File: src/rtl/vga_sprite_engine.sv
// vga_sprite_engine
//   Renders one frame per falling edge of iVSync into a pixel-write stream:
//   a full-screen background copied from a background ROM, an optional row of
//   decimal score digits taken from a digit sprite ROM, and a small square
//   mouse cursor. Every pixel takes one cycle; both ROMs have 1-cycle read
//   latency, so each write appears on oX/oY/oColor/oWriteEn one cycle after
//   the address that produced it.
//
// Ports
//   clk, iResetn         clock, asynchronous active-low reset
//   iVSync               falling edge (while idle) starts a frame
//   iScreenSel           screen select, latched at frame start
//   iScore               score, latched at frame start
//   iMouseX, iMouseY     cursor position, latched at frame start
//   oBgAddr / iBgData    background ROM address / data
//   oSprAddr, oSprDigit  digit ROM pixel address and digit select
//   iSprData             digit ROM data
//   oX, oY, oColor       pixel being written
//   oWriteEn             pixel write strobe
//   oBusy                frame in progress (BG, DIGITS, CURSOR)
//   oFrameDone           one-cycle pulse at frame end
module vga_sprite_engine #(
    parameter int SCREEN_W     = 320,
    parameter int SCREEN_H     = 240,
    parameter int COLOR_W      = 3,
    parameter int NUM_DIGITS   = 4,
    parameter int SCORE_W      = 14,
    parameter int SPR_W        = 18,
    parameter int SPR_H        = 18,
    parameter int DIGIT_X0     = 120,
    parameter int DIGIT_Y0     = 155,
    parameter int DIGIT_PITCH  = 17,
    parameter int CURSOR_SZ    = 4,
    parameter int CURSOR_COLOR = 0,
    parameter int TKEY         = 7,
    parameter int LZ_BLANK     = 1,
    parameter int SCORE_SCREEN = 3
) (
    input  logic               clk,
    input  logic               iResetn,
    input  logic               iVSync,
    input  logic [1:0]         iScreenSel,
    input  logic [SCORE_W-1:0] iScore,
    input  logic [8:0]         iMouseX,
    input  logic [7:0]         iMouseY,
    output logic [16:0]        oBgAddr,
    input  logic [COLOR_W-1:0] iBgData,
    output logic [9:0]         oSprAddr,
    output logic [3:0]         oSprDigit,
    input  logic [COLOR_W-1:0] iSprData,
    output logic [8:0]         oX,
    output logic [7:0]         oY,
    output logic [COLOR_W-1:0] oColor,
    output logic               oWriteEn,
    output logic               oBusy,
    output logic               oFrameDone
);

    localparam int          BG_LAST   = SCREEN_W * SCREEN_H - 1;
    localparam int          SPR_LAST  = SPR_W * SPR_H - 1;
    localparam int          DIG_IW    = (NUM_DIGITS > 1) ? $clog2(NUM_DIGITS) : 1;
    localparam int unsigned SCORE_MAX = 10 ** NUM_DIGITS - 1;

    typedef enum logic [2:0] {IDLE, BG, DIGITS, CURSOR, DONE} state_t;
    typedef enum logic [1:0] {SRC_BG, SRC_SPR, SRC_CUR} src_t;

    state_t state, state_nxt;

    // Frame-start capture
    logic                  vs_q;
    logic                  vs_fall;
    logic [1:0]            screen_q;
    logic [8:0]            mouse_x_q;
    logic [7:0]            mouse_y_q;
    logic [3:0]            digit_q [NUM_DIGITS];
    logic [NUM_DIGITS-1:0] blank_q;

    // Pixel scan counters
    logic [16:0]       bg_addr;
    logic [8:0]        bg_x;
    logic [7:0]        bg_y;
    logic [9:0]        spr_addr;
    logic [8:0]        spr_col;
    logic [7:0]        spr_row;
    logic [DIG_IW-1:0] dig_idx;
    logic [9:0]        dig_x0;
    logic [8:0]        cur_col;
    logic [7:0]        cur_row;

    // Write pipeline stage (aligned with ROM data)
    logic       pend_valid;
    src_t       pend_src;
    logic [8:0] pend_x;
    logic [7:0] pend_y;

    logic bg_last, spr_last, dig_last, cur_last;

    // Coordinates one bit wider than the outputs; the MSB is the sign.
    logic [9:0] spr_px, cur_px;
    logic [8:0] spr_py, cur_py;
    logic       spr_in, cur_in;

    // Saturated score split into decimal digits, MS first, plus leading-zero mask
    logic [3:0]            digit_c [NUM_DIGITS];
    logic [NUM_DIGITS-1:0] blank_c;

    always_comb begin : split_score
        int unsigned s;
        logic        lead;
        digit_c = '{default: '0};
        blank_c = '0;
        s       = 32'(iScore);
        if (s > SCORE_MAX) s = SCORE_MAX;
        lead = 1'b1;
        for (int unsigned k = 0; k < NUM_DIGITS; k++) begin
            digit_c[k] = 4'((s / (10 ** (NUM_DIGITS - 1 - k))) % 10);
            if (digit_c[k] != 4'd0) lead = 1'b0;
            blank_c[k] = (LZ_BLANK != 0) && lead && (k != NUM_DIGITS - 1);
        end
    end

    assign vs_fall  = vs_q & ~iVSync;
    assign bg_last  = (bg_addr == 17'(BG_LAST));
    assign spr_last = (spr_addr == 10'(SPR_LAST));
    assign dig_last = (dig_idx == DIG_IW'(NUM_DIGITS - 1));
    assign cur_last = (cur_col == 9'(CURSOR_SZ - 1)) && (cur_row == 8'(CURSOR_SZ - 1));

    assign spr_px = dig_x0 + {1'b0, spr_col};
    assign spr_py = 9'(DIGIT_Y0) + {1'b0, spr_row};
    assign spr_in = !spr_px[9] && (spr_px < 10'(SCREEN_W)) &&
                    !spr_py[8] && (spr_py < 9'(SCREEN_H));

    assign cur_px = {1'b0, mouse_x_q} + {1'b0, cur_col} - 10'd1;
    assign cur_py = {1'b0, mouse_y_q} + {1'b0, cur_row} - 9'd1;
    assign cur_in = !cur_px[9] && (cur_px < 10'(SCREEN_W)) &&
                    !cur_py[8] && (cur_py < 9'(SCREEN_H));

    // State register
    always_ff @(posedge clk or negedge iResetn) begin
        if (!iResetn) state <= IDLE;
        else          state <= state_nxt;
    end

    // Next state and state-decoded outputs
    always_comb begin
        state_nxt  = state;
        oBusy      = 1'b0;
        oFrameDone = 1'b0;
        oSprDigit  = '0;
        case (state)
            IDLE: begin
                if (vs_fall) state_nxt = BG;
            end
            BG: begin
                oBusy = 1'b1;
                if (bg_last)
                    state_nxt = (screen_q == 2'(SCORE_SCREEN)) ? DIGITS : CURSOR;
            end
            DIGITS: begin
                oBusy     = 1'b1;
                oSprDigit = digit_q[dig_idx];
                if (spr_last && dig_last) state_nxt = CURSOR;
            end
            CURSOR: begin
                oBusy = 1'b1;
                if (cur_last) state_nxt = DONE;
            end
            DONE: begin
                oFrameDone = 1'b1;
                state_nxt  = IDLE;
            end
            default: state_nxt = IDLE;
        endcase
    end

    // Datapath: capture, scan counters, write pipeline.
    // Each state returns its counters to zero on its last pixel, so the
    // next frame (or an aborted one after reset) always starts from zero.
    always_ff @(posedge clk or negedge iResetn) begin
        if (!iResetn) begin
            vs_q       <= 1'b1;
            screen_q   <= '0;
            mouse_x_q  <= '0;
            mouse_y_q  <= '0;
            digit_q    <= '{default: '0};
            blank_q    <= '0;
            bg_addr    <= '0;
            bg_x       <= '0;
            bg_y       <= '0;
            spr_addr   <= '0;
            spr_col    <= '0;
            spr_row    <= '0;
            dig_idx    <= '0;
            dig_x0     <= '0;
            cur_col    <= '0;
            cur_row    <= '0;
            pend_valid <= 1'b0;
            pend_src   <= SRC_BG;
            pend_x     <= '0;
            pend_y     <= '0;
        end else begin
            vs_q       <= iVSync;
            pend_valid <= 1'b0;
            case (state)
                IDLE: begin
                    if (vs_fall) begin
                        screen_q  <= iScreenSel;
                        mouse_x_q <= iMouseX;
                        mouse_y_q <= iMouseY;
                        digit_q   <= digit_c;
                        blank_q   <= blank_c;
                        dig_x0    <= 10'(DIGIT_X0);
                    end
                end
                BG: begin
                    pend_valid <= 1'b1;
                    pend_src   <= SRC_BG;
                    pend_x     <= bg_x;
                    pend_y     <= bg_y;
                    if (bg_last) begin
                        bg_addr <= '0;
                        bg_x    <= '0;
                        bg_y    <= '0;
                    end else begin
                        bg_addr <= bg_addr + 17'd1;
                        if (bg_x == 9'(SCREEN_W - 1)) begin
                            bg_x <= '0;
                            bg_y <= bg_y + 8'd1;
                        end else begin
                            bg_x <= bg_x + 9'd1;
                        end
                    end
                end
                DIGITS: begin
                    // Blanked digits still scan their sprite but never write.
                    pend_valid <= !blank_q[dig_idx] && spr_in;
                    pend_src   <= SRC_SPR;
                    pend_x     <= spr_px[8:0];
                    pend_y     <= spr_py[7:0];
                    if (spr_last) begin
                        spr_addr <= '0;
                        spr_col  <= '0;
                        spr_row  <= '0;
                        dig_x0   <= dig_x0 + 10'(DIGIT_PITCH);
                        dig_idx  <= dig_last ? '0 : dig_idx + DIG_IW'(1);
                    end else begin
                        spr_addr <= spr_addr + 10'd1;
                        if (spr_col == 9'(SPR_W - 1)) begin
                            spr_col <= '0;
                            spr_row <= spr_row + 8'd1;
                        end else begin
                            spr_col <= spr_col + 9'd1;
                        end
                    end
                end
                CURSOR: begin
                    pend_valid <= cur_in;
                    pend_src   <= SRC_CUR;
                    pend_x     <= cur_px[8:0];
                    pend_y     <= cur_py[7:0];
                    if (cur_col == 9'(CURSOR_SZ - 1)) begin
                        cur_col <= '0;
                        cur_row <= cur_last ? '0 : cur_row + 8'd1;
                    end else begin
                        cur_col <= cur_col + 9'd1;
                    end
                end
                default: ;
            endcase
        end
    end

    // ROM data arrives with the pending write, so colour and the
    // transparency test are taken combinationally from the ROM outputs.
    always_comb begin
        oColor = '0;
        if (pend_valid) begin
            case (pend_src)
                SRC_BG:  oColor = iBgData;
                SRC_SPR: oColor = iSprData;
                default: oColor = COLOR_W'(CURSOR_COLOR);
            endcase
        end
    end

    assign oWriteEn = pend_valid && !((pend_src == SRC_SPR) && (iSprData == COLOR_W'(TKEY)));
    assign oBgAddr  = bg_addr;
    assign oSprAddr = spr_addr;
    assign oX       = pend_x;
    assign oY       = pend_y;

endmodule

File: config.mk
export PLATFORM = sky130hd
export DESIGN_NAME = vga_sprite_engine
export DESIGN_NICKNAME = d
export VERILOG_FILES = /design/src/rtl/vga_sprite_engine.sv
export SDC_FILE = /design/constraint.sdc
export NUM_CORES = 1
export LEC_CHECK = 0
export ABC_AREA = 1
export BUFFER_PORTS_ARGS = -buffer_cell sky130_fd_sc_hd__buf_4
export CORE_UTILIZATION = 55
export CTS_BUF_LIST = sky130_fd_sc_hd__clkbuf_4
export CTS_CLUSTER_DIAMETER = 150
export DETAILED_ROUTE_END_ITERATION = 6
export PLACE_DENSITY = 0.86
export SETUP_SLACK_MARGIN = 0.05
export SYNTH_ARGS = -nofsm -noshare
export SYNTH_HDL_FRONTEND = slang
export SYNTH_SLANG_ARGS = --single-unit
File: constraint.sdc
create_clock -name clk -period 3.5 [get_ports clk]
set_clock_uncertainty 0.1 [all_clocks]
set_input_delay 0.7 -clock clk [delete_from_list [all_inputs] [get_ports clk]]
set_output_delay 0.7 -clock clk [all_outputs]
set_load 0.005 [all_outputs]
After elaboration in Yosys (flattened, before gate mapping):

Cells that the tools add are included.

* bits of input ports: 42
* output and inout bits: 54
* register bits: 152
* logic and storage cells: 150

* reduce and logical (&&, ||, !) cells: 34
* add/subtract/negate cells: 16
* divide/modulo/power cells: 7
* bitwise logic cells: 3
* $lt $le $gt $ge: 7
* eq/ne operators: 19
* muxes and demuxes: 40

Operators with widths (number)
* remainder unit 32 x 4 -> 32 bit (second input constant): 4
* 2-to-1 mux 9 bit: 5
* 2-to-1 mux 8 bit: 5
* divider 32 x 10 -> 32 bit (second input constant): 1
* divider 32 x 4 -> 32 bit (second input constant): 1
* divider 32 x 7 -> 32 bit (second input constant): 1
* 2-to-1 mux 10 bit: 3
* adder 9 x 1 -> 9 bit (second input constant): 3
* one-hot mux 9 bit (3 select lines): 1
* adder 8 x 1 -> 8 bit (second input constant): 3
* one-hot mux 8 bit (3 select lines): 1
* < comparator 10 x 9 -> 1 bit (second input constant): 2
* one-hot mux 10 bit (2 select lines): 1
* < comparator 9 x 8 -> 1 bit (second input constant): 2
* adder 17 x 1 -> 17 bit (second input constant): 1
* == test 17 bit (second input constant): 1
* 2-to-1 mux 17 bit: 1
* 2-to-1 mux 3 bit: 5
* greater-than comparator 14 bit (second input constant): 1
* 2-to-1 mux 14 bit: 1
* 2-to-1 mux 4 bit: 3
* one-hot mux 3 bit (4 select lines): 1
* nonzero test 4 bit: 3
* logical AND 1 bit: 11
* other kinds (41): 65

Logic depth before layout (Yosys ltp):

Gate-level depths: netlist (run 1).

* depth in word-level cells: 8
* mapped depth: 56
* gate-level depth less buffers: 56

Worst setup path before layout (run 1):

No wires, ideal clock.

* kind: input -> register
* start point: in iScore[10]
* end point: reg digit_q[3] (netlist bit)
* stages on the path: 53
* required time: 3.334 ns
* path buffers: 0
* arrival time: 4.925 ns
* path slack: -1.591 ns
* setup time: 0.066 ns
* path through: inv_2 nor2_1 nand2_1 nand2_2 nand2_8 nand4_1 nand2_1 inv_2 nand2_2 nand2_1 nand2_1 inv_2 nand2_2 nand3_2 nand2_2 nand2_2 nand2_2 nand2_2 (+17 left out) nand3_2 nand2_1 nand2_1 inv_1 ha_1 inv_1 nor2_1 nand2_2 nand3_4 nand2_1 and2_1 ha_1 nand3b_1 nand2_1 nand2_1 nand2_1 nand2_1 nand2_1

* word-level cells in the longest chain between the ends: 3

Ends and longest elaborated chain
* from (decl): line 43 `input logic [SCORE_W-1:0] iScore,`
* greater-than comparator 14 bit: line 113 `if (s > SCORE_MAX) s = SCORE_MAX;`
* 2-to-1 mux 14 bit *: line 113
* remainder unit 32 x 4 -> 32 bit *: line 116 `digit_c[k] = 4'((s / (10 ** (NUM_DIGITS - 1 - k))) % 10);`
* to (signal assigned): line 210 `digit_q <= digit_c;`
* to (decl): line 75 `logic [3:0] digit_q [NUM_DIGITS];`

Mark *: on every way between the ends. The rest lies on a longest branch, timed or not.
A chain may end at the register's enable or synchronous reset.

Final worst setup path (run 1):

* start point: in iScore[12]
* end point: reg digit_q[3] (netlist bit)

The elaborated chain is that of the path after synthesis.

==> impl_metrics.tcl, run 1 <==
set metrics [dict create \
    cts-root-buf "clkbuf_4" \
    rsz0062_at_grt "true" \
    ys_warn_count 0 \
    synth_area_leaders "dfrtp_1 33%, nand2_1 10%, inv_1 7.7%" \
    internal_power_mw 6.629 \
    routedWlPerCell_um 14.60 \
    swShare_pct 49.62 \
    drtAntennaViolNets 0 \
    netSwitchingPower_mw 6.529 \
    max_slew_margin_pct 59.28 \
    ys_ff_latch 152 \
    async_flop_share_pct 100.0 \
    crit_top_cell "nand2_1" \
    ys_seq_area_share_pct 33.18 \
    crit_family "simple AND/OR/NAND/NOR gates" \
    critPathKind "input pin to flip-flop" \
    grtUsageMet2_pct 50.81 \
    period_share_pct 139.6 \
    grt_pass1_vias 11350 \
    finalNonFillerCells 2130 \
    tritoncts "done" \
    met3_usage_pct 3.938 \
    grt_usage_pct 28.74 \
    failed_checks "DRC, setup timing" \
    cp_slowest_stage_delay_ns 0.18 \
    die_h_um 146.4 \
    dp_cells 2066 \
    finalSetupViolations 16 \
    synthCells 1593 \
    cp.arrival_ns 5.25 \
    htreeDepth 4 \
    tightest_slew_ns 0.6070 \
    p_clk_share_pct 9.4 \
    io_buffers 95 \
    crit_buf_inv 8 \
    synth_edf_count 0 \
    grt_overflow 0 \
    grt_max_degree 67 \
    yosys.area.top_type_share_pct 32.95 \
    floorplan.initialDensity_pct 56.31 \
    layout_common_cells "280 x nand2_1, 247 x buf_4, 231 x inv_1" \
    grtUsageMet1_pct 34.25 \
    netlist_area_mm2 0.01147 \
    syn_avg_cell_area_um2 7.199 \
    cts-buffers-inserted 17 \
    die_area_mm2 0.02143 \
    setup_ws_ns -1.384 \
    fp-row-count 52 \
    ios 96 \
    clk_pin_slew_worst_paths_ns 0.13 \
    cp.required_ns 3.86 \
    cp-end-kind "flip-flop" \
    cts.sink_count 152 \
    drcViolationCount 2 \
    finalSetupTns_ns -18.28 \
    max_freq_mhz 204.7 \
    cap_violations 0 \
    dr.pass1.iters 7 \
    final_common_cell "nand2_1" \
    hold_class "input pin to flip-flop" \
    gp_congestion 0.9147 \
    core_mm2 0.02036 \
    syn_nets 1696 \
    startpoint_type "input pin" \
    synth.distinct_cells 64 \
    hold_viol 0 \
    top_usage_layer "met2" \
    fin_crit_ns 4.884 \
    leakagePower_nw 7.453 \
    drt-vias-per-instance 5.530 \
    grt_pass1_wl_mm 50.96 \
    syn_to_final_growth_pct 27.20 \
    vias 11780 \
    ir_drop_mv 0.6185 \
    synth_top_cell_by_area "dfrtp_1" \
    clk_path_buf_depth 2 \
    outcome "finished with violations" \
    nets 1949 \
    die_width_um 146.4 \
    slew_violations 0 \
    drt_iter0_drc 795 \
    drive_above_1_share_pct 27.33 \
    pwr-share-comb_pct 70.3 \
    cp_slowest_cell "nor2_2" \
    clock_latency_ns 0.57 \
    dpl.hpwl_mm 22.26 \
    seqPwrFrac_pct 20.3 \
    antenna_found_initial 1 \
    power-per-cell-area_mw_per_mm2 902.1 \
    routed_wirelength_mm 31.09 \
    synthFlopType "dfrtp_1" \
    cp_max_fo 6 \
]
-- what timing repair did --
action / in CTS / in global routing
hold buffers: 1 / 0
resized for setup: 74 / 42
pin swaps: 40 / 48
gates cloned: 1 / 0
hold endpoints to repair: 52 / 0
buffers inserted: 16 / 13
setup endpoints to repair: 16 / 17
-- synth_stat cells, types with 3 or more instances --
library cell and number:
nand3_4 3, clkinv_1 5, nand2_4 12, a31oi_1 8, nor2_4 7, xnor2_1 13
o21ai_1 13, o221ai_1 4, nor4_1 13, o22ai_1 7, inv_1 236, a221oi_1 8
dfrtp_1 151, fa_1 3, clkbuf_1 22, nand3_1 90, nor2_2 6, nor3_1 40
nand4_1 33, ha_1 58, a211oi_1 6, o21ai_0 107, nor2_1 145, nor3b_1 7
nand2_1 308, o21bai_1 7, inv_2 32, xor2_1 47, nand3_2 18, a21oi_1 87
a21o_1 3, nand2_2 55
-- cell type report --
type,count,area [um^2]
clock buffer,20,150.1
multi-input combinational,1141,7051
sequential,152,3805
inverter,274,1047
antenna,1,2.502
clock inverter,12,172.7
timing repair buffer,260,2021
fill,1461,5778
tap,270,337.8
-- per-stage QoR --
stage | total power [mW] | instance area (um^2) | setup slack, ns | utilization (%) | hold slack (ns)
final | 13.16 | 14590 | -1.384 | 71.63 | 0.1502
after global routing | 14.25 | 14590 | -1.710 | 71.63 | 0.1149
after CTS | 12.78 | 14320 | -1.127 | 70.29 | 0.1277
after detailed placement | 11.09 | 13560 | -1.891 | 66.60 | 0.3620
after global placement | 10.74 | 13560 | -1.653 | 66.60 | 0.3591
after floorplan | 8.437 | 11580 | -1.519 | - | 0.3044
-- state kept, by name, summed over array words and instances (netlist names) --
signal / count
oSprAddr: 10
dig_idx: 2
oY: 8
bg_x: 9
pend_valid: 1
cur_col: 9
mouse_y_q: 8
cur_row: 8
digit_q: 16
state: 3
blank_q: 3
vs_q: 1
spr_row: 8
spr_col: 9
screen_q: 2
mouse_x_q: 9
pend_src: 2
oX: 9
bg_y: 8
dig_x0: 10
oBgAddr: 17
-- power groups by stage --
stage | logic (mW) | clock network [mW] | registers, mW
5_1_grt | 10.2 | 1.31 | 2.72
6_report | 9.26 | 1.23 | 2.67
3_3_place_gp | 8.08 | 0 | 2.66
3_5_place_dp | 8.40 | 0 | 2.69
4_1_cts | 8.88 | 1.24 | 2.65
2_1_floorplan | 5.84 | 0 | 2.59
-- logic make-up after synthesis --
family	synth area share (%)
buffers and inverters	10.02
and+or+nand+nor	31.40
xor gates and xnor gates	4.965
DFF	33.18
AOI/OAI and AO/OA	13.58
adders and majority gates	6.852
-- worst paths after layout --
| path | endpoint | depth (start not counted) | from | slack, ns |
|---|---|---|---|---|
| worst min register to register | digit_q[9]$_DFFE_PN0P_ | 2 | digit_q[9]$_DFFE_PN0P_ | 0.39 |
| worst max register to register | pend_valid$_DFF_PN0_ | 16 | cur_col[1]$_DFFE_PN0P_ | 0.37 |
| max in group asynchronous | oSprAddr[8]$_DFFE_PN0P_ | 3 | iResetn | 1.95 |
| min in group asynchronous | oBgAddr[14]$_DFFE_PN0P_ | 2 | iResetn | 0.52 |
| worst min-delay path | vs_q$_DFF_PN1_ | 1 | iVSync | 0.15 |
| worst max-delay path | digit_q[3]$_DFFE_PN0P_ | 53 | iScore[12] | -1.38 |
-- metal layers --
metal	wire (um)	share of wire, %
met1	12460	40
met5	0	0
met4	1399	4.5
met3	1666	5.4
met2	15560	50
No activity file was read; power rests on OpenSTA's default activity.
==> inputs of run 2 (changes only) <==
==> constraint.sdc (replaced) <==
create_clock -name clk -period 3.5 [get_ports clk]
set_clock_uncertainty 0.1 [all_clocks]
set_input_delay 0.7 -clock clk [delete_from_list [all_inputs] [get_ports clk]]
set_output_delay 0.7 -clock clk [all_outputs]
set_load 0.02 [all_outputs]
==> impl_metrics.tcl, run 2 (synthesized netlist as in run 1, its figures left out) <==
set metrics [dict create \
    outcome "finished with violations" \
    failed_checks "hold timing, setup timing" \
    drive_above_1_share_pct 28.93 \
    cp_slowest_stage_delay_ns 0.23 \
    grt_max_degree 66 \
    tritoncts "done" \
    die_width_um 146.4 \
    die_area_mm2 0.02143 \
    holdBufCountCts 0 \
    dpl.hpwl_mm 22.21 \
    largest_reg_flops 17 \
    drcViolationCount 0 \
    vias 11800 \
    dr.pass1.iters 5 \
    hold_viol 4 \
    leakagePower_nw 7.478 \
    grt_usage_pct 28.12 \
    ios 96 \
    clk_pin_slew_worst_paths_ns 0.12 \
    cp.arrival_ns 5.28 \
    grt_pass1_vias 11180 \
    critPathKind "input pin to flip-flop" \
    cap_violations 0 \
    cts.sink_count 152 \
    dp_cells 2067 \
    die_h_um 146.4 \
    routed_wirelength_mm 31.94 \
    max_freq_mhz 204.2 \
    floorplan.initialDensity_pct 56.31 \
    cp-end-kind "flip-flop" \
    cts-buffers-inserted 17 \
    final_common_cell "nand2_1" \
    gp_congestion 0.8981 \
    fp-row-count 52 \
    cp_max_fo 6 \
    dp_slack_ns -1.880 \
    grt_overflow 0 \
    clock_latency_ns 0.58 \
    layout_common_cells "259 x nand2_1, 239 x buf_4, 229 x inv_1" \
    ir_drop_mv 1.029 \
    drt_iter0_drc 606 \
    nets 1946 \
    core_mm2 0.02036 \
    fillers 1499 \
    cp.required_ns 3.88 \
    rsz0062_at_grt "true" \
    startpoint_type "input pin" \
    finalSetupViolations 16 \
    tightest_slew_ns 0.6258 \
    syn_to_final_growth_pct 28.40 \
    io_buffers 95 \
    period_share_pct 139.9 \
    cts-root-buf "clkbuf_4" \
    cp_slowest_cell "o21ai_0" \
    slew_violations 0 \
    hold_class "input pin to asynchronous set/reset pin" \
    setup_ws_ns -1.396 \
    max_slew_margin_pct 58.28 \
    whs_ns -0.005274 \
    htreeDepth 4 \
    drt-vias-per-instance 5.547 \
    drtAntennaViolNets 0 \
    grt_pass1_wl_mm 49.96 \
    clk_path_buf_depth 2 \
    antenna_found_initial 1 \
    power-per-cell-area_mw_per_mm2 968.6 \
    routedWlPerCell_um 15.02 \
    finalNonFillerCells 2127 \
    fin_crit_ns 4.896 \
    final_core_util_pct 72.30 \
]
## run 2: cell type report
class | instances | area (um^2) | share of cell area (%)
multi-input combinational | 1141 | 7182 | 48.78
timing repair buffer | 257 | 2018 | 13.71
sequential | 152 | 3805 | 25.84
tap | 270 | 337.8 | 2.294
antenna | 1 | 2.502 | 0.01700
inverter | 274 | 1065 | 7.231
clock buffer | 18 | 135.1 | 0.9177
clock inverter | 14 | 178.9 | 1.215
## run 2: where the power goes
part	leakage, nW	switching, mW	total [mW]	internal [mW]
Combinational	5.36	6.23	10.4	4.17
Sequential	1.96	0.390	2.67	2.28
Clock	0.165	0.632	1.20	0.567
## run 2: path summary, 6_finish.rpt
kind	cells past startpoint	endpoint	from	slack, ns
max	49	blank_q[2]$_DFFE_PN0P_	iScore[7]	-1.40
min	1	oBgAddr[16]$_DFFE_PN0P_	iResetn	-0.005
max reg2reg	16	pend_valid$_DFF_PN0_	cur_col[1]$_DFFE_PN0P_	0.34
min reg2reg	2	digit_q[9]$_DFFE_PN0P_	digit_q[9]$_DFFE_PN0P_	0.39
max in group asynchronous	2	vs_q$_DFF_PN1_	iResetn	2.59
min in group clk	1	vs_q$_DFF_PN1_	iVSync	0.12
## run 2: timing repair
item | 4_1_cts | 5_1_grt
cloned | 1 | 0
pin swaps | 43 | 50
endpoints found under the setup margin | 16 | 16
setup buffers | 12 | 15
resized for setup | 64 | 102
## run 2: through the flow
stage | hold slack [ns] | instance area (um^2) | setup TNS, ns | total power, mW
3_5_place_dp | 0.3623 | 13570 | -25.91 | 11.33
3_3_place_gp | 0.3596 | 13570 | -23.16 | 10.98
6_report | -0.005274 | 14720 | -17.94 | 14.26
5_1_grt | 0.01955 | 14720 | -22.52 | 15.36
2_1_floorplan | 0.3044 | 11580 | -17.71 | 8.632
4_1_cts | 0.01089 | 14230 | -13.74 | 12.85
## run 2: critical path: cells and delay by family
family,cells,cell delay (ns)
compound gates,4,0.65
buf+inv,8,0.69
simple gates,37,3.19
## run 2: routing by layer
layer | part of all wire, % | up-vias | track usage (%)
met5 | 0 | - | 0
met4 | 4.1 | 0 | 12.03
met3 | 5.7 | 119 | 3.719
met2 | 52 | 446 | 50.76
met1 | 39 | 5538 | 33.43
li1 | - | 5696 | -
